===== src/rtl/rank_frame_sched_if.sv =====
// Source and result handshake bundle for rank_frame_sched.
interface rank_frame_sched_if #(
  parameter int unsigned DATA_W = 8,
  parameter int unsigned CNT_W  = 16
);
  logic              s0_valid;
  logic [DATA_W-1:0] s0_data;
  logic              s0_last;
  logic              s0_ready;
  logic              s1_valid;
  logic [DATA_W-1:0] s1_data;
  logic              s1_last;
  logic              s1_ready;
  logic              res_valid;
  logic              res_ready;
  logic              res_src;
  logic [DATA_W-1:0] res_max;
  logic [DATA_W-1:0] res_second;
  logic              res_second_vld;
  logic [CNT_W-1:0]  res_count;

  modport master (
    output s0_valid, s0_data, s0_last, s1_valid, s1_data, s1_last, res_ready,
    input  s0_ready, s1_ready, res_valid, res_src, res_max, res_second,
           res_second_vld, res_count
  );

  modport slave (
    input  s0_valid, s0_data, s0_last, s1_valid, s1_data, s1_last, res_ready,
    output s0_ready, s1_ready, res_valid, res_src, res_max, res_second,
           res_second_vld, res_count
  );
endinterface


===== src/rtl/rank_frame_sched.sv =====
// Round-robin, frame-granular sharing of one top-two rank tracker between two
// framed sample streams; each frame's max/second/count is reported per source.
module rank_frame_sched #(
  parameter int unsigned DATA_W = 8,
  parameter int unsigned CNT_W  = 16
) (
  input  logic               clk,
  input  logic               reset,
  rank_frame_sched_if.slave  io
);

  typedef enum logic [1:0] {
    IDLE   = 2'd0,
    ACCUM  = 2'd1,
    REPORT = 2'd2
  } state_e;

  state_e            state_q, state_d;
  logic              last_grant_q, last_grant_d;
  logic [DATA_W-1:0] max_q, max_d;
  logic [DATA_W-1:0] sec_q, sec_d;
  logic              sec_vld_q, sec_vld_d;
  logic [CNT_W-1:0]  cnt_q, cnt_d;

  logic              sel_valid;
  logic              sel_last;
  logic [DATA_W-1:0] sel_data;

  always_ff @(posedge clk) begin
    if (!reset) begin
      state_q      <= IDLE;
      last_grant_q <= 1'b1;
      max_q        <= '0;
      sec_q        <= '0;
      sec_vld_q    <= 1'b0;
      cnt_q        <= '0;
    end else begin
      state_q      <= state_d;
      last_grant_q <= last_grant_d;
      max_q        <= max_d;
      sec_q        <= sec_d;
      sec_vld_q    <= sec_vld_d;
      cnt_q        <= cnt_d;
    end
  end

  // last_grant doubles as the current-frame owner while in ACCUM/REPORT.
  always_comb begin
    sel_valid = last_grant_q ? io.s1_valid : io.s0_valid;
    sel_last  = last_grant_q ? io.s1_last  : io.s0_last;
    sel_data  = last_grant_q ? io.s1_data  : io.s0_data;
  end

  always_comb begin
    state_d      = state_q;
    last_grant_d = last_grant_q;
    max_d        = max_q;
    sec_d        = sec_q;
    sec_vld_d    = sec_vld_q;
    cnt_d        = cnt_q;
    case (state_q)
      IDLE: begin
        if (io.s0_valid && (!io.s1_valid || last_grant_q)) begin
          state_d      = ACCUM;
          last_grant_d = 1'b0;
        end else if (io.s1_valid) begin
          state_d      = ACCUM;
          last_grant_d = 1'b1;
        end
      end
      ACCUM: begin
        if (sel_valid) begin
          // A zero count marks the first beat; it saturates, so never wraps back.
          if (cnt_q == '0) begin
            max_d     = sel_data;
            sec_d     = '0;
            sec_vld_d = 1'b0;
          end else if (sel_data > max_q) begin
            sec_d     = max_q;
            sec_vld_d = 1'b1;
            max_d     = sel_data;
          end else if ((sel_data < max_q) && (!sec_vld_q || (sel_data > sec_q))) begin
            sec_d     = sel_data;
            sec_vld_d = 1'b1;
          end
          cnt_d = (cnt_q == '1) ? cnt_q : cnt_q + CNT_W'(1);
          if (sel_last) state_d = REPORT;
        end
      end
      REPORT: begin
        if (io.res_ready) begin
          state_d   = IDLE;
          max_d     = '0;
          sec_d     = '0;
          sec_vld_d = 1'b0;
          cnt_d     = '0;
        end
      end
      default: state_d = IDLE;
    endcase
  end

  always_comb begin
    io.s0_ready       = 1'b0;
    io.s1_ready       = 1'b0;
    io.res_valid      = 1'b0;
    io.res_src        = 1'b0;
    io.res_max        = '0;
    io.res_second     = '0;
    io.res_second_vld = 1'b0;
    io.res_count      = '0;
    if (state_q == ACCUM) begin
      io.s0_ready = !last_grant_q;
      io.s1_ready = last_grant_q;
    end
    if (state_q == REPORT) begin
      io.res_valid      = 1'b1;
      io.res_src        = last_grant_q;
      io.res_max        = max_q;
      io.res_second     = sec_vld_q ? sec_q : '0;
      io.res_second_vld = sec_vld_q;
      io.res_count      = cnt_q;
    end
  end

endmodule


===== src/flat_wrapper.sv =====
// flat-port wrapper written by rule: the top's interface ports become plain ports
module rank_frame_sched_flat 
#(
  parameter int unsigned DATA_W = 8,
  parameter int unsigned CNT_W  = 16
)
  (clk, reset, io_s0_valid, io_s0_data, io_s0_last, io_s1_valid, io_s1_data, io_s1_last, io_res_ready, io_s0_ready, io_s1_ready, io_res_valid, io_res_src, io_res_max, io_res_second, io_res_second_vld, io_res_count);
  rank_frame_sched_if #(.DATA_W(DATA_W), .CNT_W(CNT_W)) io_i ();
  input  logic clk;
  input  logic reset;
  input wire logic [$bits(io_i.s0_valid)-1:0] io_s0_valid;
  input wire logic [$bits(io_i.s0_data)-1:0] io_s0_data;
  input wire logic [$bits(io_i.s0_last)-1:0] io_s0_last;
  input wire logic [$bits(io_i.s1_valid)-1:0] io_s1_valid;
  input wire logic [$bits(io_i.s1_data)-1:0] io_s1_data;
  input wire logic [$bits(io_i.s1_last)-1:0] io_s1_last;
  input wire logic [$bits(io_i.res_ready)-1:0] io_res_ready;
  output wire logic [$bits(io_i.s0_ready)-1:0] io_s0_ready;
  output wire logic [$bits(io_i.s1_ready)-1:0] io_s1_ready;
  output wire logic [$bits(io_i.res_valid)-1:0] io_res_valid;
  output wire logic [$bits(io_i.res_src)-1:0] io_res_src;
  output wire logic [$bits(io_i.res_max)-1:0] io_res_max;
  output wire logic [$bits(io_i.res_second)-1:0] io_res_second;
  output wire logic [$bits(io_i.res_second_vld)-1:0] io_res_second_vld;
  output wire logic [$bits(io_i.res_count)-1:0] io_res_count;
  assign io_i.s0_valid = io_s0_valid;
  assign io_i.s0_data = io_s0_data;
  assign io_i.s0_last = io_s0_last;
  assign io_i.s1_valid = io_s1_valid;
  assign io_i.s1_data = io_s1_data;
  assign io_i.s1_last = io_s1_last;
  assign io_i.res_ready = io_res_ready;
  assign io_s0_ready = io_i.s0_ready;
  assign io_s1_ready = io_i.s1_ready;
  assign io_res_valid = io_i.res_valid;
  assign io_res_src = io_i.res_src;
  assign io_res_max = io_i.res_max;
  assign io_res_second = io_i.res_second;
  assign io_res_second_vld = io_i.res_second_vld;
  assign io_res_count = io_i.res_count;
  rank_frame_sched #(.DATA_W(DATA_W), .CNT_W(CNT_W)) u_core (.clk(clk), .reset(reset), .io(io_i));
endmodule

===== config.mk =====
export PLATFORM = sky130hd
export DESIGN_NAME = rank_frame_sched_flat
export DESIGN_NICKNAME = d
export VERILOG_FILES = /design/src/rtl/rank_frame_sched_if.sv /design/src/rtl/rank_frame_sched.sv /design/src/flat_wrapper.sv
export SDC_FILE = /design/constraint.sdc
export NUM_CORES = 1
export LEC_CHECK = 0
export ABC_AREA = 1
export CORE_ASPECT_RATIO = 0.6
export CORE_UTILIZATION = 30
export DETAILED_ROUTE_END_ITERATION = 8
export SETUP_SLACK_MARGIN = 0.2
export SYNTH_ARGS = -nofsm -noshare
export SYNTH_HDL_FRONTEND = slang
export SYNTH_SLANG_ARGS = --single-unit

===== constraint.sdc =====
create_clock -name clk -period 3.15 [get_ports clk]
set_input_delay 0.7875 -clock clk [delete_from_list [all_inputs] [get_ports clk]]
set_output_delay 0.7875 -clock clk [all_outputs]
set_load 0.01 [all_outputs]

Word level (Yosys, flattened, before mapping)
Cells that the tools add are included.
{"block": "op_classes", "n_reduce_logical": 16, "addsub": 1, "mux": 40, "n_eq_ne": 10, "n_lt_le_gt_ge": 3}
{"op": "2-to-1 mux 8 bit", "n": 12}
{"op": "2-to-1 mux 16 bit", "n": 4}
{"op": "case mux 16 bit (2 select lines)", "n": 1}
{"op": "case mux 8 bit (2 select lines)", "n": 2}
{"op": "adder 16 x 1 -> 16 bit (second input constant)", "n": 1}
{"op": "equality test 16 bit (second input constant)", "n": 1}
{"op": "> comparator 8 bit", "n": 2}
{"op": "logical NOT 16 bit", "n": 1}
{"op": "AND reduction 4 bit", "n": 4}
{"op": "2-to-1 mux 1 bit", "n": 14}
{"op": "2-to-1 mux 2 bit", "n": 5}
{"op": "< comparator 8 bit", "n": 1}
{"op": "case mux 2 bit (3 select lines)", "n": 1}
{"op": "inequality test 2 x 1 -> 1 bit (second input constant)", "n": 2}
{"op": "inequality test 2 bit (second input constant)", "n": 2}
{"op": "inequality test 4 x 1 -> 1 bit (second input constant)", "n": 1}
{"op": "nonzero test 2 bit", "n": 2}
{"op": "logical NOT 1 bit", "n": 3}
{"op": "inequality test 3 x 1 -> 1 bit (second input constant)", "n": 1}
{"op": "inequality test 3 x 2 -> 1 bit (second input constant)", "n": 1}
{"op": "equality test 2 x 1 -> 1 bit (second input constant)", "n": 1}
{"op": "equality test 2 bit (second input constant)", "n": 1}
{"op": "logical AND 1 bit", "n": 2}
{"op": "logical NOT 2 bit", "n": 1}
{"op": "3 further kinds", "n": 4}
{"block": "word_totals", "word_cells": 76, "inputBits": 23, "out_inout_bits": 37, "register_bits": 36}

Longest topological paths before layout
{"block": "depth", "word_depth": 9, "depth_mapped": 17, "depth_no_buf": 17}

Worst setup path after synthesis
Ideal clock, no wire load.
{"block": "synth_timing", "path_kind": "input to register", "startpoint": "in io_s1_data[0]", "endpoint": "reg u_core.sec_q[3]", "required_ps": 3080, "setup_time_ps": 70, "arrival_time_ps": 2372, "stages": 16, "path_buffers": 1, "path_slack_ps": 708, "cell_sequence": "or2_2 > o21ai_0 > ha_1 > inv_1 > nand2_1 > nand2_1 > nand2_1 > nand2_1 > nand2_1 > nand2_1 > nand2_1 > nand2_1 > nand2_2 > buf_4 > nand3_1 > a21oi_1"}
{"block": "synth_between", "elab_chain_len": 6, "elab_cells_between_ends": 12, "cone_classes": "order compare (3); eq/ne (1); mux (5); reduce/logical (3)"}
{"item": "from (decl)", "line": "flat_wrapper.sv:15", "text": "input wire logic [$bits(io_i.s1_data)-1:0] io_s1_data;"}
{"item": "2-to-1 mux 8 bit *", "line": "rank_frame_sched.sv:51", "text": "sel_data = last_grant_q ? io.s1_data : io.s0_data;"}
{"item": "> comparator 8 bit, on equally long branches", "line": "rank_frame_sched.sv:78, rank_frame_sched.sv:82"}
{"item": "2-to-1 mux 8 bit or logical OR 1 bit (tied branches)", "line": "rank_frame_sched.sv:78, rank_frame_sched.sv:82"}
{"item": "2-to-1 mux 8 bit or logical AND 1 bit (tied branches)", "line": "rank_frame_sched.sv:74, rank_frame_sched.sv:82"}
{"item": "2-to-1 mux 8 bit or inequality test 4 x 1 -> 1 bit (tied branches)"}
{"item": "case mux 8 bit (2 select lines) or AND reduction 4 bit (tied branches)"}
{"item": "to (signal assigned)", "line": "rank_frame_sched.sv:34", "text": "sec_q <= '0;"}
{"item": "to (signal assigned)", "line": "rank_frame_sched.sv:41", "text": "sec_q <= sec_d;"}
{"item": "to (decl)", "line": "rank_frame_sched.sv:21", "text": "logic [DATA_W-1:0] sec_q, sec_d;"}
Mark *: on every way between the ends. The rest lies on a longest branch, timed or not. The select of a mux whose other input is x is not followed.
A chain may end at the register's enable or synchronous reset.

Worst setup path in the final report
{"block": "layout_timing", "startpoint": "in io_s1_data[5]", "endpoint": "reg u_core.sec_q[1]"}
Same word-level chain as after synthesis.

==> results_dict.tcl <==
set metrics [dict create \
    drc 3 \
    grt_usage 0.176 \
    status "finished, violations left" \
    die_x_um 125 \
    cpLargestDelayFamily "buffers and inverters" \
    initial_utilization 0.315 \
    fin_cells 612 \
    gp_congestion 0.877 \
    worstPathArrival_ps 2940 \
    clkTransAtPathRegs_ps 60 \
    rsz0062_at_grt "yes" \
    p_leak_nw 1.67 \
    slew_violations 0 \
    synth_area_um2 2740 \
    hold_buffers 0 \
    worst_ep_required_time_ps 3350 \
    startpoint_type "primary input" \
    synth_commonest_cells "96 x nand2_1, 80 x inv_1, 42 x nor2_1" \
    worst_slew_pin_slew_ps 767 \
    fmax_mhz 365 \
    avgSynthCellArea_um2 6.25 \
    clk_latency_ps 280 \
    min_from "u_core.sec_q[6]" \
    drv_cap 0 \
    cp_common_cell "nand2_1" \
    cts_sinks 36 \
    nets 543 \
    totalWireLength_um 8140 \
    timing.hold.ws_ps 499 \
    grt_max_degree 38 \
    ios 60 \
    hold_path.class "reg -> reg" \
    powerDensity_nw_per_um2 724 \
    synthTopCellsByArea "dfxtp_1 26%, nand2_1 13%, inv_1 11%" \
    grt_pass1_wl_um 13400 \
    crit_type "in -> reg" \
    cp.depth 14 \
    dp_hpwl_um 6290 \
    antenna_found_initial 0 \
    hold_depth 2 \
    drt-initial-drc-count 246 \
    htreeDepth 2 \
    rows 26 \
    fin_worst_skew_ps 8.21 \
    critPathMaxFanout 9 \
    overflow 0 \
    worstHoldEndpoint "u_core.sec_q[6]" \
    slowest_stage "clkdlybuf4s50_1" \
    drive_above_1_share 0.0860 \
    path_buf_inv 3 \
    ys.warnings.count 0 \
    cts-root-buf "clkbuf_16" \
    synth_most_common_cell "nand2_1" \
    violations "DRC" \
    r2r_slack_ps 610 \
    reg2reg_depth 13 \
    crit_path_end_kind "flip-flop" \
    slowest_delay_ps 410 \
    crit_chain "clkdlybuf4s50_1 -> mux2i_2 -> inv_2 -> ha_1 -> a21oi_1 -> nor2_1 -> nor2_1 -> nand2_1 -> nand2_1 -> nand2_1 -> nand2_1 -> buf_4 -> nand3_1 -> a21oi_1" \
    diodes 0 \
    synth-seq-cells 36 \
    async_reset_ff_frac 0 \
    cp-startpoint "io_s1_data[5]" \
    die_y_um 76.0 \
    cts_tree "yes" \
    ys.flop_type "dfxtp_1" \
    synth.distinct_cells 29 \
    cts_buffers 5 \
    dr.pass1.iters 7 \
    reg2reg_from "u_core.last_grant_q" \
    via_per_inst 4.82 \
    period_share 0.870 \
    wl_per_cell_um 13.3 \
    fin_crit_ps 2740 \
    r2r-end "u_core.sec_q[1]" \
    syn2layout_area_growth_pct 34.9 \
    port-buffer-count 59 \
    synth_area_leader_cell "dfxtp_1" \
    grt_pass1_vias 2687 \
    place_inst 603 \
    maxSlewHeadroom 0.489 \
    ir_drop_mv 0.370 \
    vias 2952 \
    finalSetupTns_ps 0 \
    die-area_um2 9520 \
    syn_inst 438 \
    yosys.area.top_type_share 0.263 \
    seq_area_frac_synth 0.263 \
    hold_viol_final 0 \
    synth_edf_count 0 \
    syn-num-nets 482 \
    core_area_um2 8690 \
    cts.path.max_buffers 2 \
    final-setup-viol-count 0 \
    postRouteAntennaNets 0 \
]
==> through the flow <==
stage | area, µm² | worst slack [ps] | utilization | total power [mW]
after detailed placement | 3470 | -49.9 | 0.399 | 2.03
after floorplan | 2740 | 708 | - | 1.59
after global placement | 3470 | 76.8 | 0.399 | 2.00
after global routing | 3690 | 180 | 0.425 | 2.89
final | 3690 | 410 | 0.425 | 2.67
after CTS | 3620 | 236 | 0.416 | 2.55
==> flip-flops by register name (all words and copies together), names as in the netlist <==
name / cells
u_core.sec_q: 8
u_core.sec_vld_q: 1
u_core.cnt_q: 16
u_core.state_q: 2
u_core.max_q: 8
u_core.last_grant_q: 1
==> placed cells by master, fill, tap and decap left out, types with 3 or more instances in the layout <==
| master | n |
|---|---|
| nor3_1 | 7 |
| nand2_1 | 93 |
| nand2_2 | 4 |
| a21oi_1 | 39 |
| o21ai_0 | 23 |
| xor2_1 | 4 |
| mux2i_2 | 4 |
| nand4_1 | 9 |
| nor2_1 | 40 |
| dfxtp_1 | 35 |
| buf_4 | 5 |
| inv_1 | 79 |
| nand3_1 | 38 |
| ha_1 | 20 |
| clkinv_2 | 3 |
| clkbuf_16 | 5 |
| clkdlybuf4s50_1 | 59 |
| inv_2 | 4 |
| mux2i_1 | 3 |
==> area by class of cell <==
cell class / instances / area [µm²]
fill: 904 / 4990
tap: 112 / 140
multi-input combinational: 304 / 1680
inverter: 84 / 317
clock buffer: 6 / 139
timing repair buffer: 68 / 686
sequential: 36 / 722
clock inverter: 2 / 10.0
==> worst max path at each step <==
stage                                 end  slack [ps]
final                     u_core.sec_q[1]         410
after global routing      u_core.max_q[1]         180
after CTS                 u_core.max_q[1]         240
after detailed placement  u_core.max_q[1]         -50
after global placement    u_core.sec_q[4]          80
after floorplan           u_core.sec_q[3]         710
==> report_power, final <==
group | switching, mW | leakage, nW | internal (mW)
clock network | 0.195 | 0.0766 | 0.312
registers | 0.0899 | 0.292 | 0.550
logic | 0.960 | 1.30 | 0.567
total | 1.24 | 1.67 | 1.43
==> worst min-delay path: cells and delay by family, from the launching register on <==
kind            cells  cell delay, ps
simple gates        1              80
flops               1             310
compound gates      1              60
==> metal layers <==
| metal | global-route usage | share of wire | wire (µm) |
|---|---|---|---|
| met1 | 0.262 | 0.53 | 4300 |
| met5 | 0 | 0 | 0 |
| met4 | 0.0293 | 0.0060 | 49 |
| met3 | 0.0421 | 0.079 | 640 |
| met2 | 0.255 | 0.39 | 3150 |
==> kinds of logic after synthesis <==
| family | share of synthesized area |
|---|---|
| adder cells (fa/ha/maj) | 0.0960 |
| AO/OA/AOI/OAI | 0.129 |
| XOR/XNOR | 0.0192 |
| buffers and inverters | 0.142 |
| AND/OR/NAND/NOR | 0.324 |
| multiplexers | 0.0256 |
| flip-flops | 0.263 |
==> what timing repair did <==
| action | CTS | global route |
|---|---|---|
| buffers inserted | 0 | 1 |
| endpoints found under the setup margin | 1 | 26 |
| gates resized for setup | 1 | 21 |
| pin swaps | 0 | 2 |
Power figures use the tool's default switching activity.
